[config.mk]
export PLATFORM = sky130hd
export DESIGN_NAME = traffic_light_fsm
export DESIGN_NICKNAME = d
export VERILOG_FILES = /design/src/rtl/traffic_light_pkg.sv /design/src/rtl/traffic_light_fsm.sv
export SDC_FILE = /design/constraint.sdc
export NUM_CORES = 1
export LEC_CHECK = 0
export ABC_CLOCK_PERIOD_IN_PS = 2900
export CAP_MARGIN = 10
export CELL_PAD_IN_SITES_DETAIL_PLACEMENT = 1
export CELL_PAD_IN_SITES_GLOBAL_PLACEMENT = 1
export CORE_MARGIN = 2
export CORE_UTILIZATION = 31
export DETAILED_ROUTE_END_ITERATION = 8
export PLACE_DENSITY = 0.74
export SETUP_SLACK_MARGIN = 0.02
export SYNTH_ARGS = -nofsm -noshare
export SYNTH_HDL_FRONTEND = slang
export SYNTH_SLANG_ARGS = --single-unit
[constraint.sdc]
create_clock -name clk -period 2.9 [get_ports clk]
set_input_delay 0.725 -clock clk [delete_from_list [all_inputs] [get_ports clk]]
set_output_delay 0.725 -clock clk [all_outputs]
set_load 0.005 [all_outputs]
[src/rtl/traffic_light_pkg.sv]
// Shared encodings for the two-road intersection controller: state codes and
// lamp patterns ({N,S,E,W}, each {R,Y,G}).
package traffic_light_pkg;

   typedef enum logic [2:0] {
      ST_MAIN_GREEN = 3'b000,
      ST_MAIN_YEL   = 3'b001,
      ST_AR_MS      = 3'b010,
      ST_SIDE_GREEN = 3'b011,
      ST_SIDE_YEL   = 3'b100,
      ST_AR_SM      = 3'b101,
      ST_EMERG      = 3'b110,
      ST_ILLEGAL    = 3'b111
   } state_e;

   localparam logic [11:0] LIGHTS_MAIN_GREEN = 12'h264;
   localparam logic [11:0] LIGHTS_MAIN_YEL   = 12'h4A4;
   localparam logic [11:0] LIGHTS_ALL_RED    = 12'h924;
   localparam logic [11:0] LIGHTS_SIDE_GREEN = 12'h909;
   localparam logic [11:0] LIGHTS_SIDE_YEL   = 12'h912;

   // Anything not explicitly a go/caution state shows all-red, including 111.
   function automatic logic [11:0] decode_lights(input state_e st);
      logic [11:0] l;
      case (st)
         ST_MAIN_GREEN: l = LIGHTS_MAIN_GREEN;
         ST_MAIN_YEL:   l = LIGHTS_MAIN_YEL;
         ST_SIDE_GREEN: l = LIGHTS_SIDE_GREEN;
         ST_SIDE_YEL:   l = LIGHTS_SIDE_YEL;
         default:       l = LIGHTS_ALL_RED;
      endcase
      return l;
   endfunction

endpackage

[src/rtl/traffic_light_fsm.sv]
// Moore controller: main road rests green, side-road requests cycle through
// side green, emergency preempts to a held all-red.
module traffic_light_fsm
   import traffic_light_pkg::*;
#(
   parameter int unsigned MIN_GREEN   = 3,
   parameter int unsigned YELLOW_CYC  = 2,
   parameter int unsigned ALL_RED_CYC = 1,
   parameter int unsigned SIDE_GREEN  = 4,
   parameter int unsigned CNT_W       = 4
) (
   input  logic        clk,
   input  logic        rst_n,
   input  logic        V,
   input  logic        Z,
   output logic [2:0]  present_state,
   output logic [2:0]  next_state,
   output logic [11:0] lights
);

   // done(N) is cnt >= N-1; the last-count values fit because N <= 2**CNT_W.
   localparam logic [CNT_W-1:0] MG_LAST  = CNT_W'(MIN_GREEN - 32'd1);
   localparam logic [CNT_W-1:0] YEL_LAST = CNT_W'(YELLOW_CYC - 32'd1);
   localparam logic [CNT_W-1:0] AR_LAST  = CNT_W'(ALL_RED_CYC - 32'd1);
   localparam logic [CNT_W-1:0] SG_LAST  = CNT_W'(SIDE_GREEN - 32'd1);
   localparam logic [CNT_W-1:0] CNT_MAX  = {CNT_W{1'b1}};
   localparam logic [CNT_W-1:0] CNT_ONE  = {{(CNT_W-1){1'b0}}, 1'b1};

   state_e           state_r;
   state_e           next_s;
   logic [CNT_W-1:0] cnt_r;

   // Next-state selection; Z wins over V wherever both matter.
   always_comb begin
      next_s = state_r;
      case (state_r)
         ST_MAIN_GREEN: begin
            if (Z) begin
               next_s = ST_MAIN_YEL;
            end else if (V && (cnt_r >= MG_LAST)) begin
               next_s = ST_MAIN_YEL;
            end else begin
               next_s = ST_MAIN_GREEN;
            end
         end
         ST_MAIN_YEL: begin
            if (cnt_r >= YEL_LAST) next_s = ST_AR_MS;
            else                   next_s = ST_MAIN_YEL;
         end
         ST_AR_MS: begin
            if (cnt_r >= AR_LAST) next_s = Z ? ST_EMERG : ST_SIDE_GREEN;
            else                  next_s = ST_AR_MS;
         end
         ST_SIDE_GREEN: begin
            if (Z || (cnt_r >= SG_LAST)) next_s = ST_SIDE_YEL;
            else                         next_s = ST_SIDE_GREEN;
         end
         ST_SIDE_YEL: begin
            if (cnt_r >= YEL_LAST) next_s = ST_AR_SM;
            else                   next_s = ST_SIDE_YEL;
         end
         ST_AR_SM: begin
            if (cnt_r >= AR_LAST) next_s = Z ? ST_EMERG : ST_MAIN_GREEN;
            else                  next_s = ST_AR_SM;
         end
         ST_EMERG: begin
            if (Z) next_s = ST_EMERG;
            else   next_s = ST_AR_SM;
         end
         default: next_s = ST_AR_SM;
      endcase
   end

   // State register and dwell counter (cleared on any state change, saturating).
   always_ff @(posedge clk or negedge rst_n) begin
      if (!rst_n) begin
         state_r <= ST_MAIN_GREEN;
         cnt_r   <= {CNT_W{1'b0}};
      end else begin
         state_r <= next_s;
         if (next_s != state_r) begin
            cnt_r <= {CNT_W{1'b0}};
         end else if (cnt_r != CNT_MAX) begin
            cnt_r <= cnt_r + CNT_ONE;
         end else begin
            cnt_r <= cnt_r;
         end
      end
   end

   assign present_state = state_r;
   assign next_state    = next_s;
   assign lights        = decode_lights(state_r);

endmodule

==> report_table.html, run 1 <==
<table>
<tr><th>Metric</th><th>Value</th></tr>
<tr><th colspan="2">Status</th></tr>
<tr><td>Run status</td><td>finished clean</td></tr>
<tr><th colspan="2">STA</th></tr>
<tr><td>Final cycle utilization of the critical path</td><td>96.9%</td></tr>
<tr><td>Worst slew margin</td><td>62.7%</td></tr>
<tr><td>Post-layout min period</td><td>2.81 ns</td></tr>
<tr><td>FMAX</td><td>356 MHz</td></tr>
<tr><td>Setup-failing EPs final</td><td>0</td></tr>
<tr><td>Post-route clock skew</td><td>0.00114 ns</td></tr>
<tr><td>Setup repair after global routing missed its margin</td><td>false</td></tr>
<tr><td>Final slew viol count</td><td>0</td></tr>
<tr><td>Actual slew at the worst max-slew pin</td><td>0.556 ns</td></tr>
<tr><td>Hold Vio Cnt, Final</td><td>0</td></tr>
<tr><td>Hold slack</td><td>0.654 ns</td></tr>
<tr><th colspan="2">Clock network</th></tr>
<tr><td>Clock transition time at the flip-flop clock pins of the worst setup and hold paths</td><td>0.05 ns</td></tr>
<tr><td>Clock net sink count</td><td>7</td></tr>
<tr><td>Worst skew pair latency</td><td>0.25 ns</td></tr>
<tr><td>Total number of H-tree levels</td><td>1</td></tr>
<tr><td>Library cell used as clock root buffer</td><td>sky130_fd_sc_hd__clkbuf_4</td></tr>
<tr><td>Longest Clk Path Bufs</td><td>2</td></tr>
<tr><td>Hold-fix buffers at CTS</td><td>0</td></tr>
<tr><td>Total CTS buffers</td><td>3</td></tr>
<tr><td>TritonCTS clock tree</td><td>yes</td></tr>
<tr><th colspan="2">Place</th></tr>
<tr><td>Post-DP HPWL</td><td>1.29 mm</td></tr>
<tr><td>RD Place Congestion</td><td>0.717</td></tr>
<tr><td>Number of port buffers</td><td>21</td></tr>
<tr><th colspan="2">Job</th></tr>
<tr><td>Max-capacitance violation count</td><td>0</td></tr>
<tr><th colspan="2">GRT</th></tr>
<tr><td>Number of global-route vias before repair</td><td>591</td></tr>
<tr><td>Remaining global-route overflow</td><td>0</td></tr>
<tr><td>Maximum number of pins on one net before global-route repair</td><td>11</td></tr>
<tr><td>Number of antenna violations at the first check in global routing</td><td>0</td></tr>
<tr><td>Global-route wire length before repair</td><td>2.63 mm</td></tr>
<tr><td>Gr usage total</td><td>16.8%</td></tr>
<tr><th colspan="2">Cells and area</th></tr>
<tr><td>Count of inserted antenna diode cells</td><td>0</td></tr>
<tr><td>Nets@finish</td><td>111</td></tr>
<tr><td>Ratio of cells with drive above 1 in the final layout</td><td>29.4%</td></tr>
<tr><td>Syn-to-layout area delta</td><td>62.0%</td></tr>
<tr><th colspan="2">Die</th></tr>
<tr><td>Total Die Area</td><td>2320 µm²</td></tr>
<tr><td>Die extent in y</td><td>48.2 µm</td></tr>
<tr><td>Std-Cell Core Area</td><td>1780 µm²</td></tr>
<tr><td>Horiz. Die Dim</td><td>48.2 µm</td></tr>
<tr><td>IO Pins</td><td>22</td></tr>
<tr><td>Effective utilization at floorplan</td><td>34.0%</td></tr>
<tr><td>Standard-cell row count</td><td>15</td></tr>
<tr><th colspan="2">Yosys</th></tr>
<tr><td>Count of yosys warnings during synthesis</td><td>0</td></tr>
<tr><td>Synthesized instance count</td><td>68</td></tr>
<tr><td>Post-Syn Nets</td><td>76</td></tr>
<tr><td>Post-synth EDFFs</td><td>0</td></tr>
<tr><td>Ys async rst share</td><td>100%</td></tr>
<tr><td>Post-synthesis sequential area ratio</td><td>28.9%</td></tr>
<tr><td>Number of distinct library cell variants in the gate-level netlist after synthesis</td><td>29</td></tr>
<tr><td>Mean Syn Cell Area</td><td>8.91 µm²</td></tr>
<tr><td>Leading register cell type out of synthesis</td><td>sky130_fd_sc_hd__dfrtp_1</td></tr>
<tr><td>Yosys reg bits</td><td>7</td></tr>
<tr><td>Post-Synthesis Cell Area</td><td>606 µm²</td></tr>
<tr><th colspan="2">Route</th></tr>
<tr><td>Routed length per placed instance</td><td>13.8 µm</td></tr>
<tr><td>First-pass iteration count of the detailed router</td><td>4</td></tr>
<tr><td>Number of vias after detailed routing</td><td>604</td></tr>
<tr><td>Violation count after the first detailed-route iteration</td><td>6</td></tr>
<tr><td>Via density per instance</td><td>4.76</td></tr>
<tr><td>Remaining routing DRC violations</td><td>0</td></tr>
<tr><td>Routed wire length</td><td>1.75 mm</td></tr>
<tr><td>Antenna-violating nets left</td><td>0</td></tr>
<tr><th colspan="2">Worst setup path</th></tr>
<tr><td>Worst Path Max Fanout</td><td>2</td></tr>
<tr><td>Critical Path AT</td><td>2.08 ns</td></tr>
<tr><td>Data required time of the critical path</td><td>2.17 ns</td></tr>
<tr><td>R2R cell count</td><td>13</td></tr>
<tr><td>Worst setup EP type</td><td>primary output</td></tr>
<tr><td>Worst Setup Path Type</td><td>input port to primary output</td></tr>
<tr><td>Critical path startpoint category</td><td>input port</td></tr>
<tr><th colspan="2">Pwr</th></tr>
<tr><td>Max rail drop VDD</td><td>619 µV</td></tr>
<tr><td>Power after layout</td><td>1.14 mW</td></tr>
<tr><td>Ratio of total power to cell area</td><td>1160 nW/µm²</td></tr>
<tr><td>Reported leakage power</td><td>0.437 nW</td></tr>
<tr><th colspan="2">Min path</th></tr>
<tr><td>Hold Path Stages</td><td>2</td></tr>
<tr><td>Tightest Hold Check Type</td><td>register to register</td></tr>
</table>
-- per-stage QoR --
stage	std cells	instance area (µm²)	setup WS (ns)	setup TNS [ns]	util, %
after floorplan	68	606	0.287	0	-
after global placement	113	846	-0.556	-0.826	47.4
after detailed placement	113	846	-0.610	-0.892	47.4
after CTS	125	933	0.0368	0	52.4
after global routing	127	981	0.0349	0	55.0
final	127	981	0.0902	0	55.0
-- per-layer routing --
layer	up-vias	track usage [%]	wire length [µm]
met4	0	8.11	0
met1	284	19.2	714
li1	303	-	-
met2	17	29.5	950
met3	0	3.70	88
met5	-	0	0
-- area by class of cell --
cell class	count	area (µm²)
fillers	206	802
clock buffers	4	26.3
multi-input cells	48	393
well taps	25	31.3
repair buffers	38	335
flip-flops and latches	7	176
inverters	5	18.8
-- what timing repair did --
item / in CTS / in global routing
setup endpoints to repair: 3 / 3
setup buffers: 8 / 2
pin swaps: 5 / 5
cloned: 0 / 0
gates resized for setup: 7 / 6
-- worst max-delay path, cell delays in order --
cell	delay, ns
sky130_fd_sc_hd__clkdlybuf4s15_1	0.19
sky130_fd_sc_hd__or4_4	0.43
sky130_fd_sc_hd__o221ai_4	0.20
sky130_fd_sc_hd__o311ai_4	0.13
sky130_fd_sc_hd__or2_1	0.27
sky130_fd_sc_hd__buf_2	0.13
-- synth_stat cells, types with 2 or more instances --
master | n | area [µm²]
sky130_fd_sc_hd__dfrtp_1 | 7 | 175
sky130_fd_sc_hd__buf_4 | 6 | 45.0
sky130_fd_sc_hd__nor2_1 | 6 | 22.5
sky130_fd_sc_hd__nor3_1 | 6 | 30.0
sky130_fd_sc_hd__inv_1 | 5 | 18.8
sky130_fd_sc_hd__a21oi_1 | 4 | 20.0
sky130_fd_sc_hd__ha_1 | 4 | 50.1
sky130_fd_sc_hd__nand2b_1 | 4 | 25.0
sky130_fd_sc_hd__nand2_1 | 3 | 11.3
sky130_fd_sc_hd__nand3_1 | 3 | 15.0
sky130_fd_sc_hd__o21ai_0 | 2 | 10.0
-- cells by family after synthesis --
kind of cell | after synthesis | synth area share (%)
AO/OA/AOI/OAI | 13 | 21.5
XOR/XNOR | 1 | 1.45
adder cells (fa/ha/maj) | 4 | 8.26
buffers and inverters | 13 | 12.0
flip-flops | 7 | 28.9
multiplexers | 1 | 1.65
AND/OR/NAND/NOR | 29 | 26.2
-- path summary, 6_finish.rpt --
kind	startpoint	endpoint	slack, ns
min in group asynchronous	rst_n	present_state[2]$_DFF_PN0_	0.73
worst max-delay path	Z	next_state[0]	0.09
worst min register to register	cnt_r[0]$_DFFE_PN0P_	cnt_r[0]$_DFFE_PN0P_	0.65
worst min-delay path	cnt_r[0]$_DFFE_PN0P_	cnt_r[0]$_DFFE_PN0P_	0.65
worst max register to register	cnt_r[1]$_DFFE_PN0P_	present_state[1]$_DFF_PN0_	0.73
max in group asynchronous	rst_n	cnt_r[1]$_DFFE_PN0P_	1.93
-- cell usage in the layout, fill, tap and decap left out, drive strengths merged --
master,Yosys,final
o311ai,1,1
xnor2,1,1
or4,1,1
inv,5,5
o21ai,2,2
clkdlybuf4s50,0,18
and2b,1,1
a221oi,1,1
or2,2,2
nand2,3,3
mux2i,1,1
o221ai,2,2
buf,7,18
clkdlybuf4s15,0,1
nand3,3,3
a21oi,4,4
nor4,1,1
nand2b,4,4
ha,4,4
nor3,6,6
nor2,6,6
o22ai,1,1
nor2b,1,1
nor4b,1,1
a21o,1,1
clkbuf,1,4
a2111oi,1,1
dlymetal6s2s,0,1
dfrtp,7,7
-- registers in the layout (all words and copies together) (netlist names) --
register / count
present_state: 3
cnt_r: 4
-- power breakdown --
part	internal [mW]	switching, mW	total, mW
Sequential	0.132	0.0533	0.186
Clock	0.0523	0.0332	0.0855
Combinational	0.519	0.346	0.866
Total	0.704	0.433	1.14
Power figures use the tool's default switching activity.
==> run 2, diff against run 1 <==
- CORE_ASPECT_RATIO: not set -> 0.8
==> report_table.html, run 2 (synthesized netlist as in run 1, its figures left out) <==
<table>
<tr><th>Metric</th><th>Value</th></tr>
<tr><th colspan="2">Status</th></tr>
<tr><td>Run status</td><td>finished clean</td></tr>
<tr><th colspan="2">Clock network</th></tr>
<tr><td>TritonCTS clock tree</td><td>yes</td></tr>
<tr><td>Library cell used as clock root buffer</td><td>sky130_fd_sc_hd__clkbuf_4</td></tr>
<tr><td>Hold-fix buffers at CTS</td><td>0</td></tr>
<tr><td>Clock transition time at the flip-flop clock pins of the worst setup and hold paths</td><td>0.05 ns</td></tr>
<tr><td>Total CTS buffers</td><td>3</td></tr>
<tr><td>Longest Clk Path Bufs</td><td>2</td></tr>
<tr><td>Total number of H-tree levels</td><td>1</td></tr>
<tr><td>Clock net sink count</td><td>7</td></tr>
<tr><td>Worst skew pair latency</td><td>0.25 ns</td></tr>
<tr><th colspan="2">Cells and area</th></tr>
<tr><td>Ratio of cells with drive above 1 in the final layout</td><td>24.2%</td></tr>
<tr><td>Flip-flop count of the largest register, all copies and words added</td><td>4</td></tr>
<tr><td>Count of inserted antenna diode cells</td><td>0</td></tr>
<tr><td>Fillers</td><td>230</td></tr>
<tr><td>Most frequent cells in the layout</td><td>sky130_fd_sc_hd__clkdlybuf4s50_1, sky130_fd_sc_hd__buf_4, sky130_fd_sc_hd__nor3_1, sky130_fd_sc_hd__nor2_1</td></tr>
<tr><td>Nets@finish</td><td>104</td></tr>
<tr><td>Most flops, register</td><td>cnt_r</td></tr>
<tr><td>Leading cell type in the layout, fill and taps excluded</td><td>sky130_fd_sc_hd__clkdlybuf4s50_1</td></tr>
<tr><td>Design area</td><td>917 µm²</td></tr>
<tr><td>Syn-to-layout area delta</td><td>51.4%</td></tr>
<tr><th colspan="2">Die</th></tr>
<tr><td>Standard-cell row count</td><td>14</td></tr>
<tr><td>Std-Cell Core Area</td><td>1860 µm²</td></tr>
<tr><td>IO Pins</td><td>22</td></tr>
<tr><td>Horiz. Die Dim</td><td>53.4 µm</td></tr>
<tr><td>Die extent in y</td><td>43.5 µm</td></tr>
<tr><td>Effective utilization at floorplan</td><td>32.6%</td></tr>
<tr><td>Total Die Area</td><td>2330 µm²</td></tr>
<tr><th colspan="2">Worst setup path</th></tr>
<tr><td>Critical path startpoint category</td><td>input port</td></tr>
<tr><td>Beginning of the worst register-to-register path</td><td>cnt_r[0]$_DFFE_PN0P_</td></tr>
<tr><td>Data required time of the critical path</td><td>2.17 ns</td></tr>
<tr><td>Critical Path AT</td><td>2.11 ns</td></tr>
<tr><td>R2R cell count</td><td>8</td></tr>
<tr><td>Worst Path Max Fanout</td><td>2</td></tr>
<tr><td>Flop-to-flop setup slack</td><td>1.05 ns</td></tr>
<tr><td>Worst setup EP type</td><td>primary output</td></tr>
<tr><td>Worst Setup Path Type</td><td>input port to primary output</td></tr>
<tr><td>Reg-to-Reg End</td><td>present_state[0]$_DFF_PN0_</td></tr>
<tr><th colspan="2">STA</th></tr>
<tr><td>Hold Vio Cnt, Final</td><td>0</td></tr>
<tr><td>Setup repair after global routing missed its margin</td><td>true</td></tr>
<tr><td>Hold slack</td><td>0.686 ns</td></tr>
<tr><td>Actual slew at the worst max-slew pin</td><td>0.480 ns</td></tr>
<tr><td>Final slew viol count</td><td>0</td></tr>
<tr><td>FMAX</td><td>353 MHz</td></tr>
<tr><td>Post-route clock skew</td><td>0.00188 ns</td></tr>
<tr><td>Setup-failing EPs final</td><td>0</td></tr>
<tr><td>Worst slew margin</td><td>68.0%</td></tr>
<tr><td>Final cycle utilization of the critical path</td><td>97.7%</td></tr>
<tr><td>Post-layout min period</td><td>2.83 ns</td></tr>
<tr><th colspan="2">Route</th></tr>
<tr><td>Routed wire length</td><td>1.73 mm</td></tr>
<tr><td>Routed length per placed instance</td><td>14.5 µm</td></tr>
<tr><td>Number of vias after detailed routing</td><td>582</td></tr>
<tr><td>Remaining routing DRC violations</td><td>0</td></tr>
<tr><td>Via density per instance</td><td>4.89</td></tr>
<tr><td>First-pass iteration count of the detailed router</td><td>1</td></tr>
<tr><td>Antenna-violating nets left</td><td>0</td></tr>
<tr><td>Violation count after the first detailed-route iteration</td><td>0</td></tr>
<tr><th colspan="2">Min path</th></tr>
<tr><td>Launch point of the worst hold path</td><td>cnt_r[0]$_DFFE_PN0P_</td></tr>
<tr><td>Hold Path Stages</td><td>2</td></tr>
<tr><td>Min-Delay Endpoint</td><td>cnt_r[0]$_DFFE_PN0P_</td></tr>
<tr><td>Tightest Hold Check Type</td><td>register to register</td></tr>
<tr><th colspan="2">GRT</th></tr>
<tr><td>Number of global-route vias before repair</td><td>629</td></tr>
<tr><td>Maximum number of pins on one net before global-route repair</td><td>11</td></tr>
<tr><td>Gr usage total</td><td>16.5%</td></tr>
<tr><td>Remaining global-route overflow</td><td>0</td></tr>
<tr><td>Global-route wire length before repair</td><td>2.79 mm</td></tr>
<tr><td>Number of antenna violations at the first check in global routing</td><td>0</td></tr>
<tr><th colspan="2">Pwr</th></tr>
<tr><td>Reported leakage power</td><td>0.381 nW</td></tr>
<tr><td>Max rail drop VDD</td><td>493 µV</td></tr>
<tr><td>Ratio of total power to cell area</td><td>1080 nW/µm²</td></tr>
<tr><th colspan="2">Place</th></tr>
<tr><td>RD Place Congestion</td><td>0.803</td></tr>
<tr><td>Area after DPL</td><td>860 µm²</td></tr>
<tr><td>Number of port buffers</td><td>21</td></tr>
<tr><td>Post-DP HPWL</td><td>1.39 mm</td></tr>
<tr><th colspan="2">Job</th></tr>
<tr><td>Max-capacitance violation count</td><td>0</td></tr>
</table>
## run 2: cell count changes in the layout (fill, tap and decap cells not counted), sizes merged
cell          before  now
buf               18   11
dlymetal6s2s       1    0
dlygate4sd2        0    1
## run 2: critical path: stages
cell	delay [ns]
sky130_fd_sc_hd__clkdlybuf4s15_1	0.17
sky130_fd_sc_hd__or4_1	0.48
sky130_fd_sc_hd__o221ai_2	0.19
sky130_fd_sc_hd__o311ai_4	0.15
sky130_fd_sc_hd__or2_1	0.25
sky130_fd_sc_hd__buf_2	0.13
## run 2: cell type report
cell class | instances | area (µm²) | share of cell area [%]
timing repair buffer | 31 | 279 | 30.4
inverter | 5 | 18.8 | 2.05
multi-input combinational | 48 | 385 | 42.0
clock buffer | 4 | 26.3 | 2.86
tap | 24 | 30.0 | 3.27
sequential | 7 | 178 | 19.4
## run 2: routing by layer
metal,part of all wire (%),track usage [%]
met4,0.69,3.08
met3,3.2,3.45
met5,0,0
met2,49,28.1
met1,47,21.6
## run 2: timing repair
action / CTS / global route
pin swaps: 5 / 0
setup buffers: 1 / 0
setup endpoints to repair: 3 / 2
gates resized for setup: 10 / 3
hold endpoints to repair: 0 / 0
cloned: 0 / 0
## run 2: worst max path at each step
stage,start,endpoint,slack [ns],cells after the start
6_report,Z,next_state[0],0.07,6
5_1_grt,Z,next_state[0],-0.02,6
4_1_cts,Z,next_state[0],0.07,6
3_5_place_dp,Z,next_state[0],-0.58,6
3_3_place_gp,Z,next_state[0],-0.56,6
2_1_floorplan,Z,next_state[0],0.29,4
## run 2: metrics by stage
step	setup TNS (ns)	setup WS [ns]	util, %	total power [mW]	instances
2_1_floorplan	0	0.287	-	0.541	68
3_3_place_gp	-0.837	-0.562	46.3	0.880	114
3_5_place_dp	-0.900	-0.579	46.3	0.897	114
4_1_cts	0	0.0652	48.7	1.00	119
5_1_grt	-0.0158	-0.0158	49.4	1.08	119
6_report	0	0.0658	49.4	0.993	119
## run 2: power by group
group          total, mW  leakage [nW]  internal [mW]  switching [mW]
combinational      0.719         0.279          0.401           0.318
clock             0.0882        0.0150         0.0525          0.0358
sequential         0.186        0.0867          0.134          0.0520
total              0.993         0.381          0.587           0.406
